<file path="src/rtl/approx_adder_pipe_mon.sv">
// Two-stage pipelined approximate adder (exact / LOA / truncate) with an
// error monitor that tracks transaction, exceed and worst-error statistics.
module approx_adder_pipe_mon #(
  parameter int WIDTH = 3,
  parameter int K     = 1,
  parameter int ET    = 4,
  parameter int CNT_W = 16
) (
  input  logic               clk,
  input  logic               rst,
  input  logic               in_valid,
  output logic               in_ready,
  input  logic [WIDTH-1:0]   in_a,
  input  logic [WIDTH-1:0]   in_b,
  input  logic [1:0]         in_mode,
  output logic               out_valid,
  input  logic               out_ready,
  output logic [WIDTH:0]     out_sum,
  output logic [WIDTH:0]     out_err,
  output logic               out_exceed,
  input  logic               stats_clr,
  output logic [CNT_W-1:0]   txn_count,
  output logic [CNT_W-1:0]   exceed_count,
  output logic [WIDTH:0]     max_err
);

  localparam int          HW      = WIDTH - K;
  localparam logic [31:0] ET_U    = 32'(ET);
  localparam logic [CNT_W-1:0] CNT_MAX = {CNT_W{1'b1}};

  logic               s1_valid_q, s1_valid_d;
  logic [WIDTH-1:0]   a_q, a_d, b_q, b_d;
  logic [1:0]         mode_q, mode_d;
  logic               s2_valid_q, s2_valid_d;
  logic [WIDTH:0]     sum_q, sum_d, err_q, err_d;
  logic               exceed_q, exceed_d;
  logic [CNT_W-1:0]   txn_q, txn_d, exc_cnt_q, exc_cnt_d;
  logic [WIDTH:0]     max_err_q, max_err_d;

  logic               in_fire_s, out_fire_s, adv_s;
  logic [WIDTH:0]     exact_s, approx_s, abs_err_s;
  logic [HW:0]        upper_s;
  logic [K-1:0]       lower_s;
  logic               carry_s, exceed_s;

  // S2 may refill whenever it is empty or its result is being taken.
  assign adv_s      = !s2_valid_q | out_ready;
  assign in_ready   = !s1_valid_q | !s2_valid_q | out_ready;
  assign in_fire_s  = in_valid & in_ready;
  assign out_fire_s = s2_valid_q & out_ready;

  // Exact and approximate sums of the S1 operands, plus their distance.
  always_comb begin
    exact_s  = {1'b0, a_q} + {1'b0, b_q};
    carry_s  = a_q[K-1] & b_q[K-1];
    lower_s  = '0;
    upper_s  = '0;
    approx_s = exact_s;
    case (mode_q)
      2'd1: begin
        lower_s  = a_q[K-1:0] | b_q[K-1:0];
        upper_s  = {1'b0, a_q[WIDTH-1:K]} + {1'b0, b_q[WIDTH-1:K]} + {{HW{1'b0}}, carry_s};
        approx_s = {upper_s, lower_s};
      end
      2'd2: begin
        lower_s  = '0;
        upper_s  = {1'b0, a_q[WIDTH-1:K]} + {1'b0, b_q[WIDTH-1:K]};
        approx_s = {upper_s, lower_s};
      end
      default: approx_s = exact_s;
    endcase
    if (exact_s >= approx_s) begin
      abs_err_s = exact_s - approx_s;
    end else begin
      abs_err_s = approx_s - exact_s;
    end
    exceed_s = (32'(abs_err_s) > ET_U);
  end

  // Pipeline stage next-state: S1 captures on input handshake, S2 on advance.
  always_comb begin
    a_d        = a_q;
    b_d        = b_q;
    mode_d     = mode_q;
    s1_valid_d = s1_valid_q;
    s2_valid_d = s2_valid_q;
    sum_d      = sum_q;
    err_d      = err_q;
    exceed_d   = exceed_q;
    if (in_fire_s) begin
      s1_valid_d = 1'b1;
      a_d        = in_a;
      b_d        = in_b;
      mode_d     = in_mode;
    end else if (adv_s) begin
      s1_valid_d = 1'b0;
    end else begin
      s1_valid_d = s1_valid_q;
    end
    if (adv_s) begin
      s2_valid_d = s1_valid_q;
      if (s1_valid_q) begin
        sum_d    = approx_s;
        err_d    = abs_err_s;
        exceed_d = exceed_s;
      end else begin
        sum_d    = sum_q;
      end
    end else begin
      s2_valid_d = s2_valid_q;
    end
  end

  // Statistics: a clear overrides any handshake in the same cycle.
  always_comb begin
    txn_d     = txn_q;
    exc_cnt_d = exc_cnt_q;
    max_err_d = max_err_q;
    if (stats_clr) begin
      txn_d     = '0;
      exc_cnt_d = '0;
      max_err_d = '0;
    end else if (out_fire_s) begin
      if (txn_q != CNT_MAX) begin
        txn_d = txn_q + CNT_W'(1);
      end else begin
        txn_d = txn_q;
      end
      if (exceed_q && (exc_cnt_q != CNT_MAX)) begin
        exc_cnt_d = exc_cnt_q + CNT_W'(1);
      end else begin
        exc_cnt_d = exc_cnt_q;
      end
      if (err_q > max_err_q) begin
        max_err_d = err_q;
      end else begin
        max_err_d = max_err_q;
      end
    end else begin
      txn_d = txn_q;
    end
  end

  // State registers with synchronous reset.
  always_ff @(posedge clk) begin
    if (rst) begin
      s1_valid_q <= 1'b0;
      a_q        <= '0;
      b_q        <= '0;
      mode_q     <= 2'd0;
      s2_valid_q <= 1'b0;
      sum_q      <= '0;
      err_q      <= '0;
      exceed_q   <= 1'b0;
      txn_q      <= '0;
      exc_cnt_q  <= '0;
      max_err_q  <= '0;
    end else begin
      s1_valid_q <= s1_valid_d;
      a_q        <= a_d;
      b_q        <= b_d;
      mode_q     <= mode_d;
      s2_valid_q <= s2_valid_d;
      sum_q      <= sum_d;
      err_q      <= err_d;
      exceed_q   <= exceed_d;
      txn_q      <= txn_d;
      exc_cnt_q  <= exc_cnt_d;
      max_err_q  <= max_err_d;
    end
  end

  assign out_valid    = s2_valid_q;
  assign out_sum      = sum_q;
  assign out_err      = err_q;
  assign out_exceed   = exceed_q;
  assign txn_count    = txn_q;
  assign exceed_count = exc_cnt_q;
  assign max_err      = max_err_q;

endmodule

</file>
<file path="config.mk">
export PLATFORM = sky130hd
export DESIGN_NAME = approx_adder_pipe_mon
export DESIGN_NICKNAME = d
export VERILOG_FILES = /design/src/rtl/approx_adder_pipe_mon.sv
export SDC_FILE = /design/constraint.sdc
export NUM_CORES = 1
export LEC_CHECK = 0
export CORE_ASPECT_RATIO = 0.7
export CORE_MARGIN = 2
export CORE_UTILIZATION = 46
export DETAILED_ROUTE_END_ITERATION = 10
export GPL_ROUTABILITY_DRIVEN = 0
export PLACE_DENSITY = 0.87
export RECOVER_POWER = 100
export SYNTH_ARGS = -nofsm -noshare
export SYNTH_HDL_FRONTEND = slang
export SYNTH_SLANG_ARGS = --single-unit
</file>
<file path="constraint.sdc">
create_clock -name clk -period 3.3 [get_ports clk]
set_clock_uncertainty 0.05 [all_clocks]
set_input_delay 0.825 -clock clk [delete_from_list [all_inputs] [get_ports clk]]
set_output_delay 0.825 -clock clk [all_outputs]
set_load 0.01 [all_outputs]
</file>
==> impl_metrics.toml, run 1 <==
[routing]
firstDrtPassIters = 4
dr_total_vias = 2616
drtIter0Drc = 112
ant_nets = 0
route.detailed.drc = 0
avgRoutedWirePerCell_um = 13.1
viasPerCell = 5.27
drt_wl_total_mm = 6.51

[synthesis]
synth_edf_count = 0
synthArstFlopShare_pct = 0
synth_top_area_share_pct = 37.8
synthTopCellsByArea = "dfxtp_1 38%, ha_1 8.6%, nor2_1 6.4%, a21oi_1 5.2%, xor2_1 4.5%"
postSynthAreaPerCell_um2 = 8.39
yosysTopAreaCell = "dfxtp_1"
synth.net_count = 384
syn_inst = 347
synth-seq-cells = 55
ys_seq_area_share_pct = 37.8
syn-cell-area_um2 = 2910
ys_types = 43
post-synth-top-count-cell = "dfxtp_1"
ys_warn_count = 0
synth.top_cells.by_count = "55 x dfxtp_1, 50 x nor2_1, 31 x nand2_1"
ys.flop_type = "dfxtp_1"

[die]
io-pin-count = 60
die_h_um = 70.6
rows = 24
coreArea_um2 = 6190
start_util_pct = 47.1
die_area_um2 = 6990
die_w_um = 99.1

[worst_setup_path]
slowest_delay_ns = 0.52
crit_family = "adder cells"
required_ns = 3.48
critPathSlowestCell = "fa_1"
crit_chain = "ha_2 -> inv_2 -> fa_1 -> inv_2 -> ha_4 -> a21o_1 -> nor2_2 -> a21oi_2 -> ha_1 -> buf_6 -> nand2_2 -> nor2_1 -> a2111o_1 -> a211oi_2 -> nor3b_4 -> a211oi_2"
crit_buf_inv = 3
critPathLaunchType = "flop"
regToRegSetupSlack_ns = -0.08
critPathCaptureType = "flop"
critical_path.max_fanout = 5
worst-setup-path-type = "reg2reg"
crit_arrival_ns = 3.56

[power]
p_leak_nw = 1.55
intPower_mw = 0.992
power.density_nw_per_um2 = 366
swShare_pct = 29.0
peakVddDrop_mv = 0.194
p_seq_share_pct = 49.9
p_switching_mw = 0.404
pwr-share-comb_pct = 23.2
clkPwrFrac_pct = 26.9

[sta]
fin_ws_ns = -0.0846
fin_crit_ns = 3.38
hold_slack_ns = 0.422
min_period_over_period_pct = 103
slew_headroom_pct = 15.8
setup_viol = 1
worstMarginPinSlew_ns = 1.26
rsz0062_at_grt = "true"
fmax_ghz = 0.295
report.final.slew_viol_count = 0
hold_violations = 0
fin_setup_tns_ns = -0.0846

[layout]
finish.instance_area_um2 = 3810
final_nets = 454
n_antenna_cell = 0
area_delta_synth_final_pct = 30.8
fill_cells = 522
finalNonFillerCells = 496
drive_gt1_share_pct = 9.57

[placement]
placed_cells = 486
port_buffers = 59
pre_cts_ws_ns = -0.0768
dpl_cell_area_um2 = 3660
hpwl_mm = 4.82

[global_route]
grt_overflow_total = 0
grt_use_total_pct = 19.0
grt_pass1_vias = 2450
grt_pass1_wl_mm = 11.0
grt_max_degree = 37
antenna_found_initial = 0

[run]
maxCapViolations = 0

[clock_tree]
htree_num_levels = 2
cts_root_buffer = "clkbuf_8"
ctsHoldBuffers = 0
tritoncts = "yes"
clk_pin_slew_ns = 0.10
numCtsBuffers = 5
clk_latency_ns = 0.31
cts.sinks = 55
cts_max_path_buffers = 2

[status]
violations = "setup timing"
outcome = "finished, violations left"

[worst_hold_path]
hold_path.class = "reg2reg"
## final timing paths
path                            cells past startpoint          to  startpoint
worst max register to register                     16  out_exceed      b_q[1]
worst min-delay path                                2  out_sum[2]  out_sum[2]
worst min register to register                      2  out_sum[2]  out_sum[2]
worst max-delay path                               16  out_exceed      b_q[1]
## kinds of logic (layout without fill, tap and decap cells)
group,count (synthesis),after routing,share of synthesized area [%]
simple gates,147,147,24.7
flops,55,55,37.8
buf+inv,31,102,3.99
compound gates,60,60,12.8
xor+xnor,26,26,7.82
mux,4,4,1.55
fa+ha+maj,24,24,11.3
## routing by layer
layer | up-vias | share of wire [%] | GRT usage (%)
met2 | 57 | 47 | 31.5
li1 | 1322 | - | -
met5 | - | 0 | 0
met1 | 1231 | 48 | 26.0
met4 | 0 | 0.88 | 3.65
met3 | 6 | 3.9 | 3.95
## worst reg2reg max path, delay by kind of cell, from the launching register on
| family | cells | cell delay (ns) |
|---|---|---|
| adder cells (fa/ha/maj) | 4 | 1.23 |
| AO/OA/AOI/OAI | 5 | 1.14 |
| flip-flops | 1 | 0.34 |
| AND/OR/NAND/NOR | 4 | 0.31 |
| buffers and inverters | 3 | 0.25 |
## cell usage in the layout, fill, tap and decap left out, types with 4 or more instances in the layout
cell type,Yosys,layout
xor2_1,15,15
a21oi_2,1,4
buf_4,0,10
nand4_1,9,9
clkdlybuf4s50_1,0,11
inv_1,22,20
a211oi_1,6,5
o21ai_0,6,6
xnor2_1,11,10
clkbuf_8,0,5
nor2b_1,6,6
dfxtp_1,55,53
nor2_1,50,49
ha_1,20,18
or3_1,6,6
and3_1,5,5
nand2b_1,5,5
nand2_1,31,30
dlygate4sd3_1,0,48
a21oi_1,30,27
nand3_1,20,20
fa_1,4,4
## layout make-up
type | count | area, µm² | share of cell area [%]
multi-input cells | 261 | 1760 | 46.1
well taps | 78 | 97.6 | 2.56
clock inverters | 3 | 18.8 | 0.492
repair buffers | 72 | 684 | 18.0
flip-flops and latches | 55 | 1100 | 29.0
inverters | 22 | 82.6 | 2.17
clock buffers | 5 | 68.8 | 1.81
## power by group through the flow
stage               clock, mW  combinational (mW)  sequential [mW]
global placement            0               0.279            0.711
finish                  0.376               0.324            0.696
detailed placement          0               0.291            0.712
global route            0.408               0.356            0.699
floorplan                   0               0.193            0.714
CTS                     0.385               0.306            0.697
## per-stage QoR
stage	total power, mW	util, %
2_1_floorplan	0.907	-
3_3_place_gp	0.990	59.1
3_5_place_dp	1.00	59.1
4_1_cts	1.39	60.9
5_1_grt	1.46	61.6
6_report	1.40	61.6
## sequential cells by signal, summed over array words and instances, names as in the netlist
| signal | cells |
|---|---|
| exceed_count | 16 |
| txn_count | 16 |
| max_err | 4 |
| out_err | 4 |
| out_sum | 4 |
| a_q | 3 |
| b_q | 3 |
| mode_q | 2 |
| out_exceed | 1 |
| out_valid | 1 |
| s1_valid_q | 1 |
## what timing repair did
| action | in CTS | in global routing |
|---|---|---|
| pin swaps | 5 | 16 |
| setup endpoints to repair | 2 | 4 |
| hold endpoints to repair | 0 | 0 |
| buffers inserted | 1 | 1 |
| gates resized for setup | 3 | 12 |
Note: power is estimated with default switching activity, not from simulation.
==> inputs of run 2 (changes only) <==
CAP_MARGIN = 20   (was not set)
==> results of run 2 <==
Same layout as run 1: the final DEF is identical, and so are final timing and power.
